--- src/rtl/hazard_scoreboard_ctrl_pkg.sv ---
// Shared types and sizing for the hazard/scoreboard controller.
package hazard_scoreboard_ctrl_pkg;

   localparam int NREGS  = 32;
   localparam int REG_AW = $clog2(NREGS);
   localparam int CNT_W  = 32;
   localparam int INF_W  = 4;

   // custom-0 major opcode used by the multi-cycle DSP instructions
   localparam logic [6:0] OPC_DSP = 7'b0001011;

   typedef enum logic [1:0] {
      FWD_RF  = 2'b00,
      FWD_WB  = 2'b01,
      FWD_MEM = 2'b10
   } fwd_sel_e;

   typedef enum logic [2:0] {
      HZ_NONE     = 3'd0,
      HZ_LOAD_USE = 3'd1,
      HZ_DSP_RAW  = 3'd2,
      HZ_DSP_WAW  = 3'd3,
      HZ_DSP_FULL = 3'd4
   } hazard_e;

   // Operand bypass select: MEM is younger than WB so it wins; x0 never bypasses.
   function automatic fwd_sel_e fwd_select(
      input logic [REG_AW-1:0] rs,
      input logic [REG_AW-1:0] mem_rd,
      input logic              mem_we,
      input logic [REG_AW-1:0] wb_rd,
      input logic              wb_we
   );
      fwd_sel_e sel;
      sel = FWD_RF;
      if (rs != '0) begin
         if (mem_we && (mem_rd == rs))
            sel = FWD_MEM;
         else if (wb_we && (wb_rd == rs))
            sel = FWD_WB;
      end
      return sel;
   endfunction

endpackage

--- src/rtl/hazard_scoreboard_ctrl_if.sv ---
// Pipeline-facing bundle of the hazard controller: stage info in, control out.
interface hazard_scoreboard_ctrl_if;
   import hazard_scoreboard_ctrl_pkg::*;

   logic              id_valid;
   logic [REG_AW-1:0] id_rs1;
   logic [REG_AW-1:0] id_rs2;
   logic              id_use_rs1;
   logic              id_use_rs2;
   logic [REG_AW-1:0] id_rd;
   logic              id_reg_write;
   logic              id_is_dsp;
   logic              ex_valid;
   logic [REG_AW-1:0] ex_rs1;
   logic [REG_AW-1:0] ex_rs2;
   logic [REG_AW-1:0] ex_rd;
   logic              ex_mem_read;
   logic [REG_AW-1:0] mem_rd;
   logic              mem_reg_write;
   logic [REG_AW-1:0] wb_rd;
   logic              wb_reg_write;
   logic              dsp_wb_valid;
   logic [REG_AW-1:0] dsp_wb_rd;
   logic              redirect;

   logic              pc_stall;
   logic              if_stall;
   logic              id_stall;
   logic              ex_bubble;
   logic              if_flush;
   logic              id_flush;
   logic [1:0]        fwd_a;
   logic [1:0]        fwd_b;
   logic [2:0]        hazard_type;
   logic [INF_W-1:0]  dsp_inflight;
   logic              stall_timeout;
   logic [CNT_W-1:0]  perf_stall_cnt;

   modport master (
      output id_valid, id_rs1, id_rs2, id_use_rs1, id_use_rs2, id_rd, id_reg_write, id_is_dsp,
      output ex_valid, ex_rs1, ex_rs2, ex_rd, ex_mem_read,
      output mem_rd, mem_reg_write, wb_rd, wb_reg_write, dsp_wb_valid, dsp_wb_rd, redirect,
      input  pc_stall, if_stall, id_stall, ex_bubble, if_flush, id_flush,
      input  fwd_a, fwd_b, hazard_type, dsp_inflight, stall_timeout, perf_stall_cnt
   );

   modport slave (
      input  id_valid, id_rs1, id_rs2, id_use_rs1, id_use_rs2, id_rd, id_reg_write, id_is_dsp,
      input  ex_valid, ex_rs1, ex_rs2, ex_rd, ex_mem_read,
      input  mem_rd, mem_reg_write, wb_rd, wb_reg_write, dsp_wb_valid, dsp_wb_rd, redirect,
      output pc_stall, if_stall, id_stall, ex_bubble, if_flush, id_flush,
      output fwd_a, fwd_b, hazard_type, dsp_inflight, stall_timeout, perf_stall_cnt
   );

endinterface

--- src/rtl/hazard_scoreboard_ctrl_dsp_scoreboard.sv ---
// Busy-register scoreboard and in-flight counter for multi-cycle DSP ops.
module hazard_scoreboard_ctrl_dsp_scoreboard
   import hazard_scoreboard_ctrl_pkg::*;
(
   input  logic              clk,
   input  logic              rst_n,
   input  logic              issue_i,
   input  logic              issue_we_i,
   input  logic [REG_AW-1:0] issue_rd_i,
   input  logic              retire_i,
   input  logic [REG_AW-1:0] retire_rd_i,
   output logic [NREGS-1:0]  busy_o,
   output logic [INF_W-1:0]  inflight_o
);

   logic [INF_W-1:0] inflight_q;
   logic [INF_W-1:0] inflight_d;
   logic             retire_ok;

   // A retirement with nothing outstanding is stale (e.g. from before a reset) and is dropped.
   assign retire_ok = retire_i && (inflight_q != '0);

   genvar gi;
   generate
      for (gi = 0; gi < NREGS; gi++) begin : g_busy
         if (gi == 0) begin : g_x0
            assign busy_o[gi] = 1'b0;
         end else begin : g_reg
            logic bit_q;
            logic set_w;
            logic clr_w;
            assign set_w = issue_i && issue_we_i && (issue_rd_i == REG_AW'(gi));
            assign clr_w = retire_ok && (retire_rd_i == REG_AW'(gi));
            // Busy bit: a new issue to the register outranks a same-cycle retirement.
            always_ff @(posedge clk or negedge rst_n) begin
               if (!rst_n)     bit_q <= 1'b0;
               else if (set_w) bit_q <= 1'b1;
               else if (clr_w) bit_q <= 1'b0;
            end
            assign busy_o[gi] = bit_q;
         end
      end
   endgenerate

   // In-flight count: issue and retire together cancel out.
   always_comb begin
      inflight_d = inflight_q;
      if (issue_i && !retire_ok)
         inflight_d = inflight_q + 1'b1;
      else if (!issue_i && retire_ok)
         inflight_d = inflight_q - 1'b1;
   end

   // In-flight counter register.
   always_ff @(posedge clk or negedge rst_n) begin
      if (!rst_n) inflight_q <= '0;
      else        inflight_q <= inflight_d;
   end

   assign inflight_o = inflight_q;

   a_no_underflow : assert property (@(posedge clk) disable iff (!rst_n)
      retire_i |-> (inflight_q != '0));

endmodule

--- src/rtl/hazard_scoreboard_ctrl.sv ---
// ID-stage hazard detection, EX operand forwarding and stall statistics.
module hazard_scoreboard_ctrl
   import hazard_scoreboard_ctrl_pkg::*;
#(
   parameter int MAX_DSP_INF = 4,
   parameter int STALL_TMO   = 64
) (
   input logic                    clk,
   input logic                    rst_n,
   hazard_scoreboard_ctrl_if.slave hz
);

   localparam int RUN_W = $clog2(STALL_TMO + 1);

   logic [NREGS-1:0] busy;
   logic [INF_W-1:0] inflight;
   logic             lu_hit, raw_hit, waw_hit, full_hit, hazard_any;
   logic             stall_w, flush_w, issue_w;
   hazard_e          htype_w;

   logic [RUN_W-1:0] run_q, run_d;
   logic             timeout_q, timeout_d;
   logic [CNT_W-1:0] perf_q, perf_d;

   // Hazard classification for the ID instruction, highest priority first.
   always_comb begin
      lu_hit   = hz.id_valid && hz.ex_valid && hz.ex_mem_read && (hz.ex_rd != '0) &&
                 ((hz.id_use_rs1 && (hz.id_rs1 == hz.ex_rd)) ||
                  (hz.id_use_rs2 && (hz.id_rs2 == hz.ex_rd)));
      raw_hit  = hz.id_valid && ((hz.id_use_rs1 && busy[hz.id_rs1]) ||
                                 (hz.id_use_rs2 && busy[hz.id_rs2]));
      waw_hit  = hz.id_valid && hz.id_reg_write && busy[hz.id_rd];
      full_hit = hz.id_valid && hz.id_is_dsp && (inflight == INF_W'(MAX_DSP_INF));
      htype_w  = HZ_NONE;
      if (lu_hit)        htype_w = HZ_LOAD_USE;
      else if (raw_hit)  htype_w = HZ_DSP_RAW;
      else if (waw_hit)  htype_w = HZ_DSP_WAW;
      else if (full_hit) htype_w = HZ_DSP_FULL;
      hazard_any = lu_hit || raw_hit || waw_hit || full_hit;
   end

   // A taken redirect squashes the ID instruction, so it overrides any stall.
   assign stall_w = rst_n && hazard_any && !hz.redirect;
   assign flush_w = rst_n && hz.redirect;
   assign issue_w = hz.id_valid && hz.id_is_dsp && !hazard_any && !hz.redirect;

   assign hz.pc_stall    = stall_w;
   assign hz.if_stall    = stall_w;
   assign hz.id_stall    = stall_w;
   assign hz.ex_bubble   = stall_w || flush_w;
   assign hz.if_flush    = flush_w;
   assign hz.id_flush    = flush_w;
   assign hz.hazard_type = (rst_n && !hz.redirect) ? htype_w : HZ_NONE;
   assign hz.fwd_a = rst_n ? fwd_select(hz.ex_rs1, hz.mem_rd, hz.mem_reg_write, hz.wb_rd, hz.wb_reg_write) : FWD_RF;
   assign hz.fwd_b = rst_n ? fwd_select(hz.ex_rs2, hz.mem_rd, hz.mem_reg_write, hz.wb_rd, hz.wb_reg_write) : FWD_RF;

   hazard_scoreboard_ctrl_dsp_scoreboard u_sb (
      .clk         (clk),
      .rst_n       (rst_n),
      .issue_i     (issue_w),
      .issue_we_i  (hz.id_reg_write),
      .issue_rd_i  (hz.id_rd),
      .retire_i    (hz.dsp_wb_valid),
      .retire_rd_i (hz.dsp_wb_rd),
      .busy_o      (busy),
      .inflight_o  (inflight)
   );

   assign hz.dsp_inflight   = inflight;
   assign hz.stall_timeout  = timeout_q;
   assign hz.perf_stall_cnt = perf_q;

   // Stall run length (saturates at the timeout), sticky watchdog, saturating total.
   always_comb begin
      run_d = '0;
      if (stall_w)
         run_d = (run_q == RUN_W'(STALL_TMO)) ? run_q : run_q + 1'b1;
      timeout_d = timeout_q || (run_d == RUN_W'(STALL_TMO));
      perf_d    = (stall_w && !(&perf_q)) ? perf_q + 1'b1 : perf_q;
   end

   // Counter registers.
   always_ff @(posedge clk or negedge rst_n) begin
      if (!rst_n) begin
         run_q     <= '0;
         timeout_q <= 1'b0;
         perf_q    <= '0;
      end else begin
         run_q     <= run_d;
         timeout_q <= timeout_d;
         perf_q    <= perf_d;
      end
   end

endmodule
--- src/flat_wrapper.sv ---
// flat-port wrapper written by rule: the top's interface ports become plain ports
module hazard_scoreboard_ctrl_flat import hazard_scoreboard_ctrl_pkg::*;
#(
   parameter int MAX_DSP_INF = 4,
   parameter int STALL_TMO   = 64
)
  (clk, rst_n, hz_id_valid, hz_id_rs1, hz_id_rs2, hz_id_use_rs1, hz_id_use_rs2, hz_id_rd, hz_id_reg_write, hz_id_is_dsp, hz_ex_valid, hz_ex_rs1, hz_ex_rs2, hz_ex_rd, hz_ex_mem_read, hz_mem_rd, hz_mem_reg_write, hz_wb_rd, hz_wb_reg_write, hz_dsp_wb_valid, hz_dsp_wb_rd, hz_redirect, hz_pc_stall, hz_if_stall, hz_id_stall, hz_ex_bubble, hz_if_flush, hz_id_flush, hz_fwd_a, hz_fwd_b, hz_hazard_type, hz_dsp_inflight, hz_stall_timeout, hz_perf_stall_cnt);
  hazard_scoreboard_ctrl_if hz_i ();
  input logic clk;
  input logic rst_n;
  input wire logic [$bits(hz_i.id_valid)-1:0] hz_id_valid;
  input wire logic [$bits(hz_i.id_rs1)-1:0] hz_id_rs1;
  input wire logic [$bits(hz_i.id_rs2)-1:0] hz_id_rs2;
  input wire logic [$bits(hz_i.id_use_rs1)-1:0] hz_id_use_rs1;
  input wire logic [$bits(hz_i.id_use_rs2)-1:0] hz_id_use_rs2;
  input wire logic [$bits(hz_i.id_rd)-1:0] hz_id_rd;
  input wire logic [$bits(hz_i.id_reg_write)-1:0] hz_id_reg_write;
  input wire logic [$bits(hz_i.id_is_dsp)-1:0] hz_id_is_dsp;
  input wire logic [$bits(hz_i.ex_valid)-1:0] hz_ex_valid;
  input wire logic [$bits(hz_i.ex_rs1)-1:0] hz_ex_rs1;
  input wire logic [$bits(hz_i.ex_rs2)-1:0] hz_ex_rs2;
  input wire logic [$bits(hz_i.ex_rd)-1:0] hz_ex_rd;
  input wire logic [$bits(hz_i.ex_mem_read)-1:0] hz_ex_mem_read;
  input wire logic [$bits(hz_i.mem_rd)-1:0] hz_mem_rd;
  input wire logic [$bits(hz_i.mem_reg_write)-1:0] hz_mem_reg_write;
  input wire logic [$bits(hz_i.wb_rd)-1:0] hz_wb_rd;
  input wire logic [$bits(hz_i.wb_reg_write)-1:0] hz_wb_reg_write;
  input wire logic [$bits(hz_i.dsp_wb_valid)-1:0] hz_dsp_wb_valid;
  input wire logic [$bits(hz_i.dsp_wb_rd)-1:0] hz_dsp_wb_rd;
  input wire logic [$bits(hz_i.redirect)-1:0] hz_redirect;
  output wire logic [$bits(hz_i.pc_stall)-1:0] hz_pc_stall;
  output wire logic [$bits(hz_i.if_stall)-1:0] hz_if_stall;
  output wire logic [$bits(hz_i.id_stall)-1:0] hz_id_stall;
  output wire logic [$bits(hz_i.ex_bubble)-1:0] hz_ex_bubble;
  output wire logic [$bits(hz_i.if_flush)-1:0] hz_if_flush;
  output wire logic [$bits(hz_i.id_flush)-1:0] hz_id_flush;
  output wire logic [$bits(hz_i.fwd_a)-1:0] hz_fwd_a;
  output wire logic [$bits(hz_i.fwd_b)-1:0] hz_fwd_b;
  output wire logic [$bits(hz_i.hazard_type)-1:0] hz_hazard_type;
  output wire logic [$bits(hz_i.dsp_inflight)-1:0] hz_dsp_inflight;
  output wire logic [$bits(hz_i.stall_timeout)-1:0] hz_stall_timeout;
  output wire logic [$bits(hz_i.perf_stall_cnt)-1:0] hz_perf_stall_cnt;
  assign hz_i.id_valid = hz_id_valid;
  assign hz_i.id_rs1 = hz_id_rs1;
  assign hz_i.id_rs2 = hz_id_rs2;
  assign hz_i.id_use_rs1 = hz_id_use_rs1;
  assign hz_i.id_use_rs2 = hz_id_use_rs2;
  assign hz_i.id_rd = hz_id_rd;
  assign hz_i.id_reg_write = hz_id_reg_write;
  assign hz_i.id_is_dsp = hz_id_is_dsp;
  assign hz_i.ex_valid = hz_ex_valid;
  assign hz_i.ex_rs1 = hz_ex_rs1;
  assign hz_i.ex_rs2 = hz_ex_rs2;
  assign hz_i.ex_rd = hz_ex_rd;
  assign hz_i.ex_mem_read = hz_ex_mem_read;
  assign hz_i.mem_rd = hz_mem_rd;
  assign hz_i.mem_reg_write = hz_mem_reg_write;
  assign hz_i.wb_rd = hz_wb_rd;
  assign hz_i.wb_reg_write = hz_wb_reg_write;
  assign hz_i.dsp_wb_valid = hz_dsp_wb_valid;
  assign hz_i.dsp_wb_rd = hz_dsp_wb_rd;
  assign hz_i.redirect = hz_redirect;
  assign hz_pc_stall = hz_i.pc_stall;
  assign hz_if_stall = hz_i.if_stall;
  assign hz_id_stall = hz_i.id_stall;
  assign hz_ex_bubble = hz_i.ex_bubble;
  assign hz_if_flush = hz_i.if_flush;
  assign hz_id_flush = hz_i.id_flush;
  assign hz_fwd_a = hz_i.fwd_a;
  assign hz_fwd_b = hz_i.fwd_b;
  assign hz_hazard_type = hz_i.hazard_type;
  assign hz_dsp_inflight = hz_i.dsp_inflight;
  assign hz_stall_timeout = hz_i.stall_timeout;
  assign hz_perf_stall_cnt = hz_i.perf_stall_cnt;
  hazard_scoreboard_ctrl #(.MAX_DSP_INF(MAX_DSP_INF), .STALL_TMO(STALL_TMO)) u_core (.clk(clk), .rst_n(rst_n), .hz(hz_i));
endmodule
--- config.mk ---
export PLATFORM = sky130hd
export DESIGN_NAME = hazard_scoreboard_ctrl_flat
export DESIGN_NICKNAME = d
export VERILOG_FILES = /design/src/rtl/hazard_scoreboard_ctrl_pkg.sv /design/src/rtl/hazard_scoreboard_ctrl_if.sv /design/src/rtl/hazard_scoreboard_ctrl_dsp_scoreboard.sv /design/src/rtl/hazard_scoreboard_ctrl.sv /design/src/flat_wrapper.sv
export SDC_FILE = /design/constraint.sdc
export NUM_CORES = 1
export LEC_CHECK = 0
export CAP_MARGIN = 10
export CORE_MARGIN = 1.5
export CORE_UTILIZATION = 45
export DETAILED_ROUTE_END_ITERATION = 6
export PLACE_DENSITY = 0.72
export SLEW_MARGIN = 20
export SYNTH_ARGS = -nofsm -noshare
export SYNTH_HDL_FRONTEND = slang
export SYNTH_SLANG_ARGS = --single-unit
--- constraint.sdc ---
create_clock -name clk -period 5.99 [get_ports clk]
set_input_delay 1.198 -clock clk [delete_from_list [all_inputs] [get_ports clk]]
set_output_delay 1.198 -clock clk [all_outputs]
set_load 0.05 [all_outputs]
==> qor.json, run 1 <==
{
  "cts_buffers": {"value": 9},
  "multi_input_comb_area": {"value": 2990, "unit": "um^2"},
  "max_cap_violations": {"value": 0},
  "power_per_cell_area": {"value": 232, "unit": "nW/um^2"},
  "rsz0062_at_grt": {"value": "false"},
  "grt_antenna_before_repair": {"value": 0},
  "hold_path.startpoint": {"value": "u_core.hz.stall_timeout"},
  "clock.fmax": {"value": 0.179, "unit": "GHz"},
  "syn_area_per_cell": {"value": 9.67, "unit": "um^2"},
  "mappedNetlistNets": {"value": 584},
  "synth_sequential_area_ratio": {"value": 37.4, "unit": "%"},
  "synth_top_area_share": {"value": 37.4, "unit": "%"},
  "switching_power": {"value": 539, "unit": "uW"},
  "cts.hold.buffers_added": {"value": 0},
  "cts.repair_timing.setup_buffer_count": {"value": 0},
  "clkTransAtPathRegs": {"value": 0.08, "unit": "ns"},
  "nets": {"value": 683},
  "cts_max_level": {"value": 3},
  "cpPeakStageDelay": {"value": 0.85, "unit": "ns"},
  "rows": {"value": 38},
  "synth_xor_area_share": {"value": 12.4, "unit": "%"},
  "period_share": {"value": 93.4, "unit": "%"},
  "wl": {"value": 13700, "unit": "um"},
  "setup_violations": {"value": 0},
  "power.clock.fraction": {"value": 27.5, "unit": "%"},
  "holdPathEnd": {"value": "u_core.hz.stall_timeout"},
  "synth_top_cell_by_area": {"value": "sky130_fd_sc_hd__dfrtp_1"},
  "drtIter0Drc": {"value": 376},
  "worst_clock_skew": {"value": 0.00676, "unit": "ns"},
  "yosys-top-cells-area": {"value": "sky130_fd_sc_hd__dfrtp_1, sky130_fd_sc_hd__xor2_1, sky130_fd_sc_hd__mux4_2, sky130_fd_sc_hd__o21ai_0, sky130_fd_sc_hd__xnor2_1"},
  "critical-path-slowest-cell": {"value": "sky130_fd_sc_hd__clkdlybuf4s50_1"},
  "worst_ir_drop_vdd": {"value": 0.0985, "unit": "mV"},
  "grt_first_pass_wirelength": {"value": 22000, "unit": "um"},
  "cpMostUsedCell": {"value": "sky130_fd_sc_hd__clkdlybuf4s50_1"},
  "rr_startpoint": {"value": "u_core.u_sb.g_busy[11].g_reg.bit_q"},
  "timing.critical_path.cells": {"value": "clkdlybuf4s50_1 -> mux2i_1 -> a211oi_1 -> a2111oi_0 -> or4_2 -> nand3_4 -> nor2b_1 -> clkdlybuf4s50_1"},
  "antenna_violating_nets_post_route": {"value": 0},
  "cts.sinks": {"value": 75},
  "synth_mux_area_share": {"value": 10.9, "unit": "%"},
  "regToRegSetupSlack": {"value": 2.33, "unit": "ns"},
  "overall_die_height": {"value": 109, "unit": "um"},
  "numPortBuffers": {"value": 107},
  "worstSkewPairLatency": {"value": 0.35, "unit": "ns"},
  "cellInternalPower": {"value": 944, "unit": "uW"},
  "clockRootBuffer": {"value": "sky130_fd_sc_hd__clkbuf_8"},
  "start_util": {"value": 46.3, "unit": "%"},
  "synth.distinct_cells": {"value": 60},
  "switching_share": {"value": 36.3, "unit": "%"},
  "fillers": {"value": 968},
  "timing.critical_path.required": {"value": 4.79, "unit": "ns"},
  "synth_flop_cell": {"value": "sky130_fd_sc_hd__dfrtp_1"},
  "grt_max_degree": {"value": 58},
  "avgViaCountPerCell": {"value": 5.95},
  "totalNegativeSetupSlack": {"value": 0, "unit": "ns"},
  "worstMarginPinSlew": {"value": 0.883, "unit": "ns"},
  "syn_area": {"value": 5020, "unit": "um^2"},
  "seq_area": {"value": 1880, "unit": "um^2"},
  "last_weighted_congestion_value_of_the_routability_driven_placer": {"value": 0.949},
  "dieArea": {"value": 11800, "unit": "um^2"},
  "synthToLayoutAreaGrowth": {"value": 27.2, "unit": "%"},
  "path_class": {"value": "input port to output port"},
  "dr.pass1.iters": {"value": 5},
  "drc": {"value": 0},
  "synth_edf_count": {"value": 0},
  "drive_above_1_share": {"value": 9.47, "unit": "%"},
  "post_synth_fa_ha_maj_area_fraction": {"value": 1.89, "unit": "%"},
  "gr-total-overflow": {"value": 0},
  "slew_headroom": {"value": 40.9, "unit": "%"},
  "worst-path-max-fanout": {"value": 12},
  "postSynth.asyncResetShare": {"value": 100, "unit": "%"},
  "final_area": {"value": 6390, "unit": "um^2"},
  "ys_warn_count": {"value": 0},
  "netlist_top_cells_count": {"value": "sky130_fd_sc_hd__dfrtp_1, sky130_fd_sc_hd__xor2_1, sky130_fd_sc_hd__o21ai_0, sky130_fd_sc_hd__nand2_1, sky130_fd_sc_hd__nor2_1"},
  "number_of_antenna_cells_inserted": {"value": 0},
  "timing.critical_path.from_type": {"value": "input port"},
  "wl_per_cell": {"value": 18.0, "unit": "um"},
  "post_synth_inst_count": {"value": 519},
  "synth-simple-area-share": {"value": 21.8, "unit": "%"},
  "layout_min_cycle_time": {"value": 5.59, "unit": "ns"},
  "combPwrFrac": {"value": 30.7, "unit": "%"},
  "synth_compound_gate_area_share": {"value": 12.0, "unit": "%"},
  "hp_class": {"value": "register to register"},
  "num_io_pins": {"value": 108},
  "timing_max_transition_violations_final": {"value": 0},
  "max-clock-path-buffers": {"value": 2},
  "arrival": {"value": 4.39, "unit": "ns"},
  "post-synth-top-count-cell": {"value": "sky130_fd_sc_hd__dfrtp_1"},
  "first_global_vias": {"value": 4350},
  "postPlaceCellArea": {"value": 6160, "unit": "um^2"},
  "yosys_register_bits": {"value": 75},
  "fp.coreArea": {"value": 10800, "unit": "um^2"},
  "cts_repair_resize_count": {"value": 0},
  "crit_path_end_kind": {"value": "output port"},
  "min_delay_path_depth": {"value": 1},
  "detailed_place_hpwl": {"value": 10500, "unit": "um"},
  "synth_top_family_by_area": {"value": "simple AND/OR/NAND/NOR gates"},
  "preCtsSetupSlack": {"value": 0.407, "unit": "ns"},
  "outcome": {"value": "finished, final reports clean"},
  "holdWs": {"value": 0.487, "unit": "ns"},
  "global_route.usage.total": {"value": 23.9, "unit": "%"},
  "worst_slack": {"value": 0.398, "unit": "ns"},
  "rr_endpoint": {"value": "u_core.u_sb.inflight_o[3]"},
  "cts_tree": {"value": "built"},
  "dieWidth": {"value": 109, "unit": "um"},
  "totalPowerFinal": {"value": 1480, "unit": "uW"},
  "power.sequential.fraction": {"value": 41.8, "unit": "%"},
  "timing_hold_violations_final": {"value": 0},
  "rr_worst_depth": {"value": 14},
  "detailroute.via_count": {"value": 4538},
  "p_leak": {"value": 0.00267, "unit": "uW"}
}
[kinds of logic after synthesis]
logic type | after synthesis
flops | 75
fa+ha+maj | 7
compound gates | 96
buf+inv | 37
xor+xnor | 71
mux | 36
simple gates | 197
[cell type report]
| class | instances | share of cell area [%] |
|---|---|---|
| Tap cell | 140 | 2.74 |
| Inverter | 12 | 0.705 |
| Multi-Input combinational cell | 407 | 46.8 |
| Clock buffer | 11 | 2.21 |
| Clock inverter | 5 | 0.960 |
| Timing Repair Buffer | 113 | 17.2 |
| Sequential cell | 75 | 29.4 |
[state kept, by name, indices dropped and copies added, names as in the netlist]
name and cells:
u_core.hz.perf_stall_cnt 32, u_core.hz.stall_timeout 1, u_core.run_q 7, u_core.u_sb.g_busy.g_reg.bit_q 31
u_core.u_sb.inflight_o 4
[cell usage in the layout, fill, tap and decap left out, drive strengths merged, types with 3 or more instances in the layout]
| cell type | count |
|---|---|
| clkbuf | 11 |
| and3 | 9 |
| o41ai | 4 |
| nand2 | 36 |
| ha | 6 |
| or2 | 3 |
| xor2 | 49 |
| and2 | 3 |
| o31ai | 6 |
| a21oi | 6 |
| nand3 | 25 |
| xnor2 | 22 |
| nor4 | 17 |
| nand4 | 15 |
| dfrtp | 75 |
| clkinvlp | 3 |
| nor3 | 13 |
| nand3b | 6 |
| mux4 | 14 |
| clkdlybuf4s50 | 101 |
| buf | 12 |
| nor2b | 10 |
| o21ai | 57 |
| nor2 | 34 |
| or4 | 5 |
| and3b | 4 |
| mux2i | 16 |
| nand2b | 7 |
| mux2 | 6 |
| inv | 13 |
| nor4b | 3 |
[power groups by stage]
stage                     Sequential, uW  Clock [uW]  Combinational, uW
after floorplan                      707           0                192
after global placement               625           0                446
after detailed placement             627           0                455
after CTS                            617         412                457
after global routing                 626         432                492
final                                620         408                456
[per-stage QoR]
step	std cells	utilization, %
after floorplan	519	-
after global routing	763	58.9
after detailed placement	747	56.9
final	763	58.9
after CTS	763	58.7
after global placement	747	56.9
[layer usage]
layer  vias up  share of wire [%]  global-route usage (%)
li1       2102                  -                       -
met1      2237                 44                    33.5
met2       181                 47                    37.5
met3        18                7.5                    4.30
met4         0                1.7                    8.18
met5         -                  0                       0
[worst max-delay path, delay by kind of cell]
| kind | cells | cell delay [ns] |
|---|---|---|
| AO/OA/AOI/OAI | 2 | 0.35 |
| buffers and inverters | 2 | 1.68 |
| AND/OR/NAND/NOR | 3 | 0.99 |
| multiplexers | 1 | 0.17 |
[worst max path at each step]
stage,from,to,slack [ns],depth (start not counted)
2_1_floorplan,hz_id_rd[0],hz_ex_bubble,1.15,10
3_3_place_gp,hz_id_rs1[1],hz_hazard_type[0],0.48,8
3_5_place_dp,hz_id_rs1[2],hz_hazard_type[1],0.41,8
4_1_cts,hz_id_rs1[2],hz_hazard_type[1],0.40,8
5_1_grt,hz_id_rs1[2],hz_hazard_type[1],0.23,8
6_report,hz_id_rs1[2],hz_hazard_type[1],0.40,8
(Power assumes the default switching activity.)
==> inputs of run 2 (changes only) <==
--- a/config.mk
+++ b/config.mk
@@ -7,9 +7,8 @@
 export LEC_CHECK = 0
 export CAP_MARGIN = 10
 export CORE_MARGIN = 1.5
-export CORE_UTILIZATION = 45
+export CORE_UTILIZATION = 30
 export DETAILED_ROUTE_END_ITERATION = 6
-export PLACE_DENSITY = 0.72
 export SLEW_MARGIN = 20
 export SYNTH_ARGS = -nofsm -noshare
 export SYNTH_HDL_FRONTEND = slang
==> qor.json, run 2 (synthesized netlist as in run 1, its figures left out) <==
{
  "outcome": {"value": "finished, final reports clean"},
  "wl_per_cell": {"value": 17.0, "unit": "um", "change": "-5.6%"},
  "holdPathEnd": {"value": "u_core.hz.stall_timeout"},
  "final_area": {"value": 6600, "unit": "um^2", "change": "+3.3%"},
  "avgViaCountPerCell": {"value": 5.33, "change": "-10%"},
  "dieArea": {"value": 17500, "unit": "um^2", "change": "+48%"},
  "detailroute.via_count": {"value": 4491, "change": "-1.0%"},
  "cts.sinks": {"value": 75, "change": "unchanged"},
  "last_weighted_congestion_value_of_the_routability_driven_placer": {"value": 0.895, "change": "-5.6%"},
  "largest_register_ff_count": {"value": 32, "change": "unchanged"},
  "cts_buffers": {"value": 9, "change": "unchanged"},
  "first_global_vias": {"value": 4446, "change": "+2.2%"},
  "drive_above_1_share": {"value": 9.63, "unit": "%", "change": "+0.16 points"},
  "grt_max_degree": {"value": 47, "change": "-19%"},
  "path_class": {"value": "input port to output port"},
  "timing_hold_violations_final": {"value": 0, "change": "unchanged"},
  "worstMarginPinSlew": {"value": 1.10, "unit": "ns", "change": "+0.221 ns"},
  "critical-path-slowest-cell": {"value": "sky130_fd_sc_hd__clkdlybuf4s50_1"},
  "cts.hold.buffers_added": {"value": 0, "change": "unchanged"},
  "cts_repair_resize_count": {"value": 0, "change": "unchanged"},
  "detailed_place_hpwl": {"value": 11000, "unit": "um", "change": "+4.7%"},
  "fillers": {"value": 1620, "change": "+67%"},
  "grt_antenna_before_repair": {"value": 0, "change": "unchanged"},
  "rr_worst_depth": {"value": 15, "change": "+1"},
  "rr_endpoint": {"value": "u_core.u_sb.inflight_o[3]"},
  "synthToLayoutAreaGrowth": {"value": 31.4, "unit": "%"},
  "num_io_pins": {"value": 108, "change": "unchanged"},
  "power_per_cell_area": {"value": 254, "unit": "nW/um^2", "change": "+9.5%"},
  "clockRootBuffer": {"value": "sky130_fd_sc_hd__clkbuf_16"},
  "cpPeakStageDelay": {"value": 0.83, "unit": "ns", "change": "-0.02 ns"},
  "totalNegativeSetupSlack": {"value": 0, "unit": "ns", "change": "unchanged"},
  "cts.repair_timing.setup_buffer_count": {"value": 0, "change": "unchanged"},
  "numPortBuffers": {"value": 107, "change": "unchanged"},
  "switching_share": {"value": 33.3, "unit": "%", "change": "-3.0 points"},
  "timing.critical_path.cells": {"value": "clkdlybuf4s50_1 -> mux4_1 -> a221o_1 -> a21oi_1 -> or4_2 -> nand3b_1 -> a21oi_1 -> clkdlybuf4s50_1"},
  "timing_max_transition_violations_final": {"value": 0, "change": "unchanged"},
  "crit_path_end_kind": {"value": "output port"},
  "dr.pass1.iters": {"value": 7, "change": "+2"},
  "layout_commonest_cell": {"value": "sky130_fd_sc_hd__clkdlybuf4s50_1"},
  "nets": {"value": 683, "change": "unchanged"},
  "combPwrFrac": {"value": 26.9, "unit": "%", "change": "-3.8 points"},
  "wl": {"value": 14300, "unit": "um", "change": "+4.4%"},
  "drtIter0Drc": {"value": 352, "change": "-6.4%"},
  "slew_headroom": {"value": 25.8, "unit": "%", "change": "-15 points"},
  "timing.critical_path.from_type": {"value": "input port"},
  "rr_startpoint": {"value": "u_core.u_sb.g_busy[7].g_reg.bit_q"},
  "cell_count_final_fillers_out": {"value": 843, "change": "+10%"},
  "worstSkewPairLatency": {"value": 0.34, "unit": "ns", "change": "about the same"},
  "clkTransAtPathRegs": {"value": 0.06, "unit": "ns", "change": "-0.02 ns"},
  "start_util": {"value": 30.5, "unit": "%", "change": "-16 points"},
  "clock.fmax": {"value": 0.180, "unit": "GHz", "change": "+0.42%"},
  "cts_max_level": {"value": 3, "change": "unchanged"},
  "setup_violations": {"value": 0, "change": "unchanged"},
  "grt_first_pass_wirelength": {"value": 23500, "unit": "um", "change": "+7.2%"},
  "fp.coreArea": {"value": 16500, "unit": "um^2", "change": "+52%"},
  "gr-total-overflow": {"value": 0, "change": "unchanged"},
  "hp_class": {"value": "register to register"},
  "place.detailed.instances": {"value": 827, "change": "+11%"},
  "period_share": {"value": 93.0, "unit": "%", "change": "-0.39 points"},
  "antenna_violating_nets_post_route": {"value": 0, "change": "unchanged"},
  "global_route.usage.total": {"value": 16.7, "unit": "%", "change": "-7.3 points"},
  "power.clock.fraction": {"value": 36.1, "unit": "%", "change": "+8.6 points"},
  "arrival": {"value": 4.37, "unit": "ns", "change": "-0.02 ns"},
  "rsz0062_at_grt": {"value": "false"},
  "overall_die_height": {"value": 132, "unit": "um", "change": "+22%"},
  "power.sequential.fraction": {"value": 37.0, "unit": "%", "change": "-4.8 points"},
  "dieWidth": {"value": 132, "unit": "um", "change": "+22%"},
  "most_frequent_cells_in_the_layout": {"value": "sky130_fd_sc_hd__clkdlybuf4s50_1, sky130_fd_sc_hd__dfrtp_1, sky130_fd_sc_hd__xor2_1, sky130_fd_sc_hd__o21ai_0, sky130_fd_sc_hd__nand2_1"},
  "cellInternalPower": {"value": 1120, "unit": "uW", "change": "+19%"},
  "p_leak": {"value": 0.00272, "unit": "uW", "change": "+2.1%"},
  "cts_tree": {"value": "built"},
  "regToRegSetupSlack": {"value": 2.43, "unit": "ns", "change": "+0.10 ns"},
  "timing.critical_path.required": {"value": 4.79, "unit": "ns", "change": "about the same"},
  "number_of_antenna_cells_inserted": {"value": 0, "change": "unchanged"},
  "max_cap_violations": {"value": 0, "change": "unchanged"},
  "drc": {"value": 0, "change": "unchanged"},
  "min_delay_path_depth": {"value": 1, "change": "unchanged"},
  "worst_clock_skew": {"value": 0.00627, "unit": "ns", "change": "-0.000486 ns"},
  "rows": {"value": 47, "change": "+24%"},
  "layout_min_cycle_time": {"value": 5.57, "unit": "ns", "change": "-0.0233 ns"},
  "hold_path.startpoint": {"value": "u_core.hz.stall_timeout"},
  "switching_power": {"value": 559, "unit": "uW", "change": "+3.7%"},
  "max-clock-path-buffers": {"value": 2, "change": "unchanged"},
  "worst-path-max-fanout": {"value": 12, "change": "unchanged"},
  "postPlaceCellArea": {"value": 6260, "unit": "um^2", "change": "+1.6%"},
  "worst_ir_drop_vdd": {"value": 0.248, "unit": "mV", "change": "+150%"}
}
==> run 2: power groups by stage <==
stage | Combinational, uW | Sequential (uW) | Clock (uW)
after detailed placement | 452 | 629 | 0
after floorplan | 192 | 707 | 0
after global routing | 489 | 629 | 640
after global placement | 445 | 627 | 0
after CTS | 455 | 619 | 616
final | 452 | 620 | 607
==> run 2: final cells by class <==
type	count	area, um^2	area share, %
Tap cell	220	275	4.17
Multi-Input combinational cell	407	2970	44.9
Sequential cell	75	1880	28.4
Clock buffer	10	239	3.62
Clock inverter	6	95.1	1.44
Inverter	12	45.0	0.683
Timing Repair Buffer	113	1100	16.7
==> run 2: routing by layer <==
metal	share of wire, %	vias to the layer above	global-route usage (%)
met5	0	-	0
met4	1.3	0	4.76
met3	5.5	17	3.11
met2	46	151	26.6
met1	47	2219	23.1
li1	-	2104	-
==> run 2: critical path, delay by kind of cell <==
| kind | cells | cell delay, ns |
|---|---|---|
| buffers and inverters | 2 | 1.66 |
| multiplexers | 1 | 0.64 |
| AO/OA/AOI/OAI | 3 | 0.62 |
| AND/OR/NAND/NOR | 2 | 0.25 |
==> run 2: how the worst max path moves through the flow <==
stage / slack (ns) / startpoint / to
CTS: 0.41 / hz_id_rs1[2] / hz_hazard_type[1]
global placement: 0.46 / hz_id_rs1[2] / hz_hazard_type[1]
floorplan: 1.15 / hz_id_rd[0] / hz_ex_bubble
detailed placement: 0.40 / hz_id_rs1[2] / hz_hazard_type[1]
finish: 0.42 / hz_id_rs1[1] / hz_hazard_type[0]
global route: 0.27 / hz_id_rs1[1] / hz_hazard_type[0]
==> run 2: through the flow <==
step | setup WS (ns) | hold WS [ns] | total power [uW] | utilization (%)
global placement | 0.461 | 0.476 | 1070 | 38.0
CTS | 0.407 | 0.490 | 1690 | 40.1
finish | 0.421 | 0.479 | 1680 | 40.1
floorplan | 1.15 | 0.500 | 899 | -
global route | 0.266 | 0.505 | 1760 | 40.1
detailed placement | 0.402 | 0.476 | 1080 | 38.0
==> inputs of run 3 (changes only) <==
--- a/config.mk
+++ b/config.mk
@@ -5,8 +5,9 @@
 export SDC_FILE = /design/constraint.sdc
 export NUM_CORES = 1
 export LEC_CHECK = 0
+export ABC_AREA = 1
 export CAP_MARGIN = 10
-export CORE_MARGIN = 1.5
+export CORE_MARGIN = 8
 export CORE_UTILIZATION = 30
 export DETAILED_ROUTE_END_ITERATION = 6
 export SLEW_MARGIN = 20
==> qor.json, run 3 <==
{
  "combPwrFrac": {"value": 36.5, "unit": "%", "change": "+9.6 points"},
  "synth_top_area_share": {"value": 31.5, "unit": "%", "change": "-5.8 points"},
  "period_share": {"value": 89.1, "unit": "%", "change": "-3.9 points"},
  "min_delay_path_depth": {"value": 2, "change": "+1"},
  "detailroute.via_count": {"value": 6270, "change": "+40%"},
  "most_frequent_cells_in_the_layout": {"value": "sky130_fd_sc_hd__nand2_1, sky130_fd_sc_hd__inv_1, sky130_fd_sc_hd__clkdlybuf4s50_1, sky130_fd_sc_hd__nor2_1, sky130_fd_sc_hd__dfrtp_1"},
  "rr_startpoint": {"value": "u_core.u_sb.g_busy[14].g_reg.bit_q"},
  "antenna_violating_nets_post_route": {"value": 0, "change": "unchanged"},
  "timing.critical_path.required": {"value": 4.79, "unit": "ns", "change": "about the same"},
  "path_class": {"value": "input port to output port"},
  "post_synth_inst_count": {"value": 899, "change": "+73%"},
  "dieWidth": {"value": 157, "unit": "um", "change": "+18%"},
  "gr-total-overflow": {"value": 0, "change": "unchanged"},
  "synth_top_cell_by_area": {"value": "sky130_fd_sc_hd__dfrtp_1"},
  "cellInternalPower": {"value": 1140, "unit": "uW", "change": "+1.4%"},
  "drive_above_1_share": {"value": 5.29, "unit": "%", "change": "-4.3 points"},
  "avgViaCountPerCell": {"value": 4.95, "change": "-7.0%"},
  "layout_min_cycle_time": {"value": 5.34, "unit": "ns", "change": "-0.231 ns"},
  "rows": {"value": 51, "change": "+8.5%"},
  "rsz0062_at_grt": {"value": "false"},
  "cp-startpoint": {"value": "hz_id_rs1[0]"},
  "crit_path_end_kind": {"value": "output port"},
  "timing_hold_violations_final": {"value": 0, "change": "unchanged"},
  "postSynth.asyncResetShare": {"value": 100, "unit": "%", "change": "unchanged"},
  "clockRootBuffer": {"value": "sky130_fd_sc_hd__clkbuf_16"},
  "yosys-top-cells-area": {"value": "sky130_fd_sc_hd__dfrtp_1, sky130_fd_sc_hd__nand2_1, sky130_fd_sc_hd__inv_1, sky130_fd_sc_hd__nor2_1, sky130_fd_sc_hd__nand3_1"},
  "number_of_antenna_cells_inserted": {"value": 0, "change": "unchanged"},
  "p_leak": {"value": 0.00351, "unit": "uW", "change": "+29%"},
  "synth_sequential_area_ratio": {"value": 31.5, "unit": "%", "change": "-5.8 points"},
  "totalPowerFinal": {"value": 1900, "unit": "uW", "change": "+13%"},
  "clock.fmax": {"value": 0.187, "unit": "GHz", "change": "+4.3%"},
  "yosys_register_bits": {"value": 75, "change": "unchanged"},
  "synth.distinct_cells": {"value": 45, "change": "-25%"},
  "fp.coreArea": {"value": 19500, "unit": "um^2", "change": "+18%"},
  "worstMarginPinSlew": {"value": 0.767, "unit": "ns", "change": "-0.336 ns"},
  "synth_flop_cell": {"value": "sky130_fd_sc_hd__dfrtp_1"},
  "final_area": {"value": 7510, "unit": "um^2", "change": "+14%"},
  "timing.critical_path.from_type": {"value": "input port"},
  "cts_tree": {"value": "built"},
  "worst_slack": {"value": 0.652, "unit": "ns", "change": "+0.231 ns"},
  "cts.sinks": {"value": 75, "change": "unchanged"},
  "switching_share": {"value": 40.1, "unit": "%", "change": "+6.8 points"},
  "dieArea": {"value": 24600, "unit": "um^2", "change": "+40%"},
  "outcome": {"value": "finished, final reports clean"},
  "timing_max_transition_violations_final": {"value": 0, "change": "unchanged"},
  "hold_path.startpoint": {"value": "u_core.u_sb.g_busy[29].g_reg.bit_q"},
  "worstSkewPairLatency": {"value": 0.35, "unit": "ns", "change": "about the same"},
  "netlist_top_cells_count": {"value": "sky130_fd_sc_hd__nand2_1, sky130_fd_sc_hd__inv_1, sky130_fd_sc_hd__nor2_1, sky130_fd_sc_hd__dfrtp_1, sky130_fd_sc_hd__nand3_1"},
  "drc": {"value": 0, "change": "unchanged"},
  "totalNegativeSetupSlack": {"value": 0, "unit": "ns", "change": "unchanged"},
  "preCtsSetupSlack": {"value": 0.639, "unit": "ns", "change": "+0.236 ns"},
  "ys_warn_count": {"value": 0, "change": "unchanged"},
  "drtIter0Drc": {"value": 460, "change": "+31%"},
  "detailed_place_hpwl": {"value": 14600, "unit": "um", "change": "+33%"},
  "max-clock-path-buffers": {"value": 2, "change": "unchanged"},
  "nets": {"value": 1061, "change": "+55%"},
  "worst_ir_drop_vdd": {"value": 0.198, "unit": "mV", "change": "-20%"},
  "postPlaceCellArea": {"value": 7210, "unit": "um^2", "change": "+15%"},
  "wl_per_cell": {"value": 15.3, "unit": "um", "change": "-10%"},
  "clkTransAtPathRegs": {"value": 0.05, "unit": "ns", "change": "about the same"},
  "first_global_vias": {"value": 6211, "change": "+40%"},
  "power.sequential.fraction": {"value": 34.2, "unit": "%", "change": "-2.8 points"},
  "cts_max_level": {"value": 3, "change": "unchanged"},
  "syn_area": {"value": 5950, "unit": "um^2", "change": "+19%"},
  "switching_power": {"value": 761, "unit": "uW", "change": "+36%"},
  "seq_area": {"value": 1880, "unit": "um^2", "change": "unchanged"},
  "max_cap_violations": {"value": 0, "change": "unchanged"},
  "numPortBuffers": {"value": 107, "change": "unchanged"},
  "worst-path-max-fanout": {"value": 18, "change": "+6"},
  "place.detailed.instances": {"value": 1250, "change": "+51%"},
  "layout_commonest_cell": {"value": "sky130_fd_sc_hd__nand2_1"},
  "wl": {"value": 19400, "unit": "um", "change": "+35%"},
  "global_route.usage.total": {"value": 16.1, "unit": "%", "change": "-0.58 points"},
  "setup_violations": {"value": 0, "change": "unchanged"},
  "power_per_cell_area": {"value": 253, "unit": "nW/um^2", "change": "-0.70%"},
  "cts.hold.buffers_added": {"value": 0, "change": "unchanged"},
  "cts.repair_timing.setup_buffer_count": {"value": 0, "change": "unchanged"},
  "fillers": {"value": 2061, "change": "+27%"},
  "grt_antenna_before_repair": {"value": 0, "change": "unchanged"},
  "dr.pass1.iters": {"value": 5, "change": "-2"},
  "cts_buffers": {"value": 9, "change": "unchanged"},
  "rr_worst_depth": {"value": 17, "change": "+2"},
  "arrival": {"value": 4.14, "unit": "ns", "change": "-0.23 ns"},
  "mappedNetlistNets": {"value": 964, "change": "+65%"},
  "multi_input_comb_area": {"value": 3390, "unit": "um^2", "change": "+14%"},
  "hp_class": {"value": "register to register"},
  "overall_die_height": {"value": 157, "unit": "um", "change": "+18%"},
  "power.clock.fraction": {"value": 29.2, "unit": "%", "change": "-6.9 points"},
  "slew_headroom": {"value": 48.9, "unit": "%", "change": "+23 points"},
  "grt_max_degree": {"value": 60, "change": "+28%"},
  "largest_register_ff_count": {"value": 32, "change": "unchanged"},
  "syn_area_per_cell": {"value": 6.62, "unit": "um^2", "change": "-32%"},
  "num_io_pins": {"value": 108, "change": "unchanged"},
  "synth_edf_count": {"value": 0, "change": "unchanged"},
  "cell_count_final_fillers_out": {"value": 1266, "change": "+50%"},
  "synthToLayoutAreaGrowth": {"value": 26.2, "unit": "%"},
  "post-synth-top-count-cell": {"value": "sky130_fd_sc_hd__nand2_1"},
  "last_weighted_congestion_value_of_the_routability_driven_placer": {"value": 0.881, "change": "-1.6%"},
  "start_util": {"value": 30.6, "unit": "%", "change": "+0.089 points"},
  "grt_first_pass_wirelength": {"value": 31900, "unit": "um", "change": "+36%"},
  "worst_clock_skew": {"value": 0.0128, "unit": "ns", "change": "+0.00654 ns"},
  "cts_repair_resize_count": {"value": 0, "change": "unchanged"}
}
[run 3: routing by layer]
metal  track usage [%]  wire [um]
met5                 0          0
met4              4.85        293
met3              4.05       1590
met2              25.0       8510
met1              21.5       8960
[run 3: logic make-up after synthesis]
family | count (synthesis) | synth area share (%)
flops | 75 | 31.5
xor+xnor | 48 | 7.06
fa+ha+maj | 7 | 1.60
compound gates | 89 | 9.48
simple gates | 525 | 38.9
buf+inv | 155 | 11.4
[run 3: area by class of cell]
type | count | share of cell area, %
Clock buffer | 10 | 3.05
Inverter | 127 | 6.52
Multi-Input combinational cell | 669 | 45.2
Clock inverter | 6 | 0.867
Timing Repair Buffer | 114 | 14.9
Tap cell | 265 | 4.42
Sequential cell | 75 | 25.0
[run 3: stage by stage]
step / hold WS (ns) / util [%]
3_3_place_gp: 0.452 / 37.1
5_1_grt: 0.507 / 38.6
4_1_cts: 0.487 / 38.6
3_5_place_dp: 0.473 / 37.1
2_1_floorplan: 0.449 / -
6_report: 0.484 / 38.6
[run 3: power by group through the flow]
| stage | logic (uW) | clock network, uW | registers, uW |
|---|---|---|---|
| floorplan | 299 | 0 | 798 |
| global placement | 691 | 0 | 657 |
| detailed placement | 694 | 0 | 656 |
| CTS | 697 | 568 | 648 |
| global route | 755 | 589 | 659 |
| finish | 693 | 555 | 649 |
[run 3: critical path, stage by stage]
cell and delay [ns]:
sky130_fd_sc_hd__clkdlybuf4s50_1 0.89, sky130_fd_sc_hd__inv_4 0.20, sky130_fd_sc_hd__nand2_1 0.10, sky130_fd_sc_hd__nand3_1 0.07, sky130_fd_sc_hd__nand3_1 0.09, sky130_fd_sc_hd__nand3_1 0.10
sky130_fd_sc_hd__nand3_1 0.08, sky130_fd_sc_hd__nand3_1 0.07, sky130_fd_sc_hd__nand2_1 0.08, sky130_fd_sc_hd__nand2_2 0.09, sky130_fd_sc_hd__nand3_4 0.12, sky130_fd_sc_hd__nand2_4 0.10
sky130_fd_sc_hd__inv_4 0.13, sky130_fd_sc_hd__clkdlybuf4s50_1 0.82
[run 3: path summary, 6_finish.rpt]
check / endpoint / slack, ns
min reg2reg: u_core.u_sb.g_busy[29].g_reg.bit_q / 0.48
min in group asynchronous: u_core.u_sb.g_busy[19].g_reg.bit_q / 0.74
min: u_core.u_sb.g_busy[29].g_reg.bit_q / 0.48
max reg2reg: u_core.u_sb.inflight_o[3] / 2.70
max in group asynchronous: u_core.u_sb.g_busy[7].g_reg.bit_q / 4.19
max: hz_pc_stall / 0.65
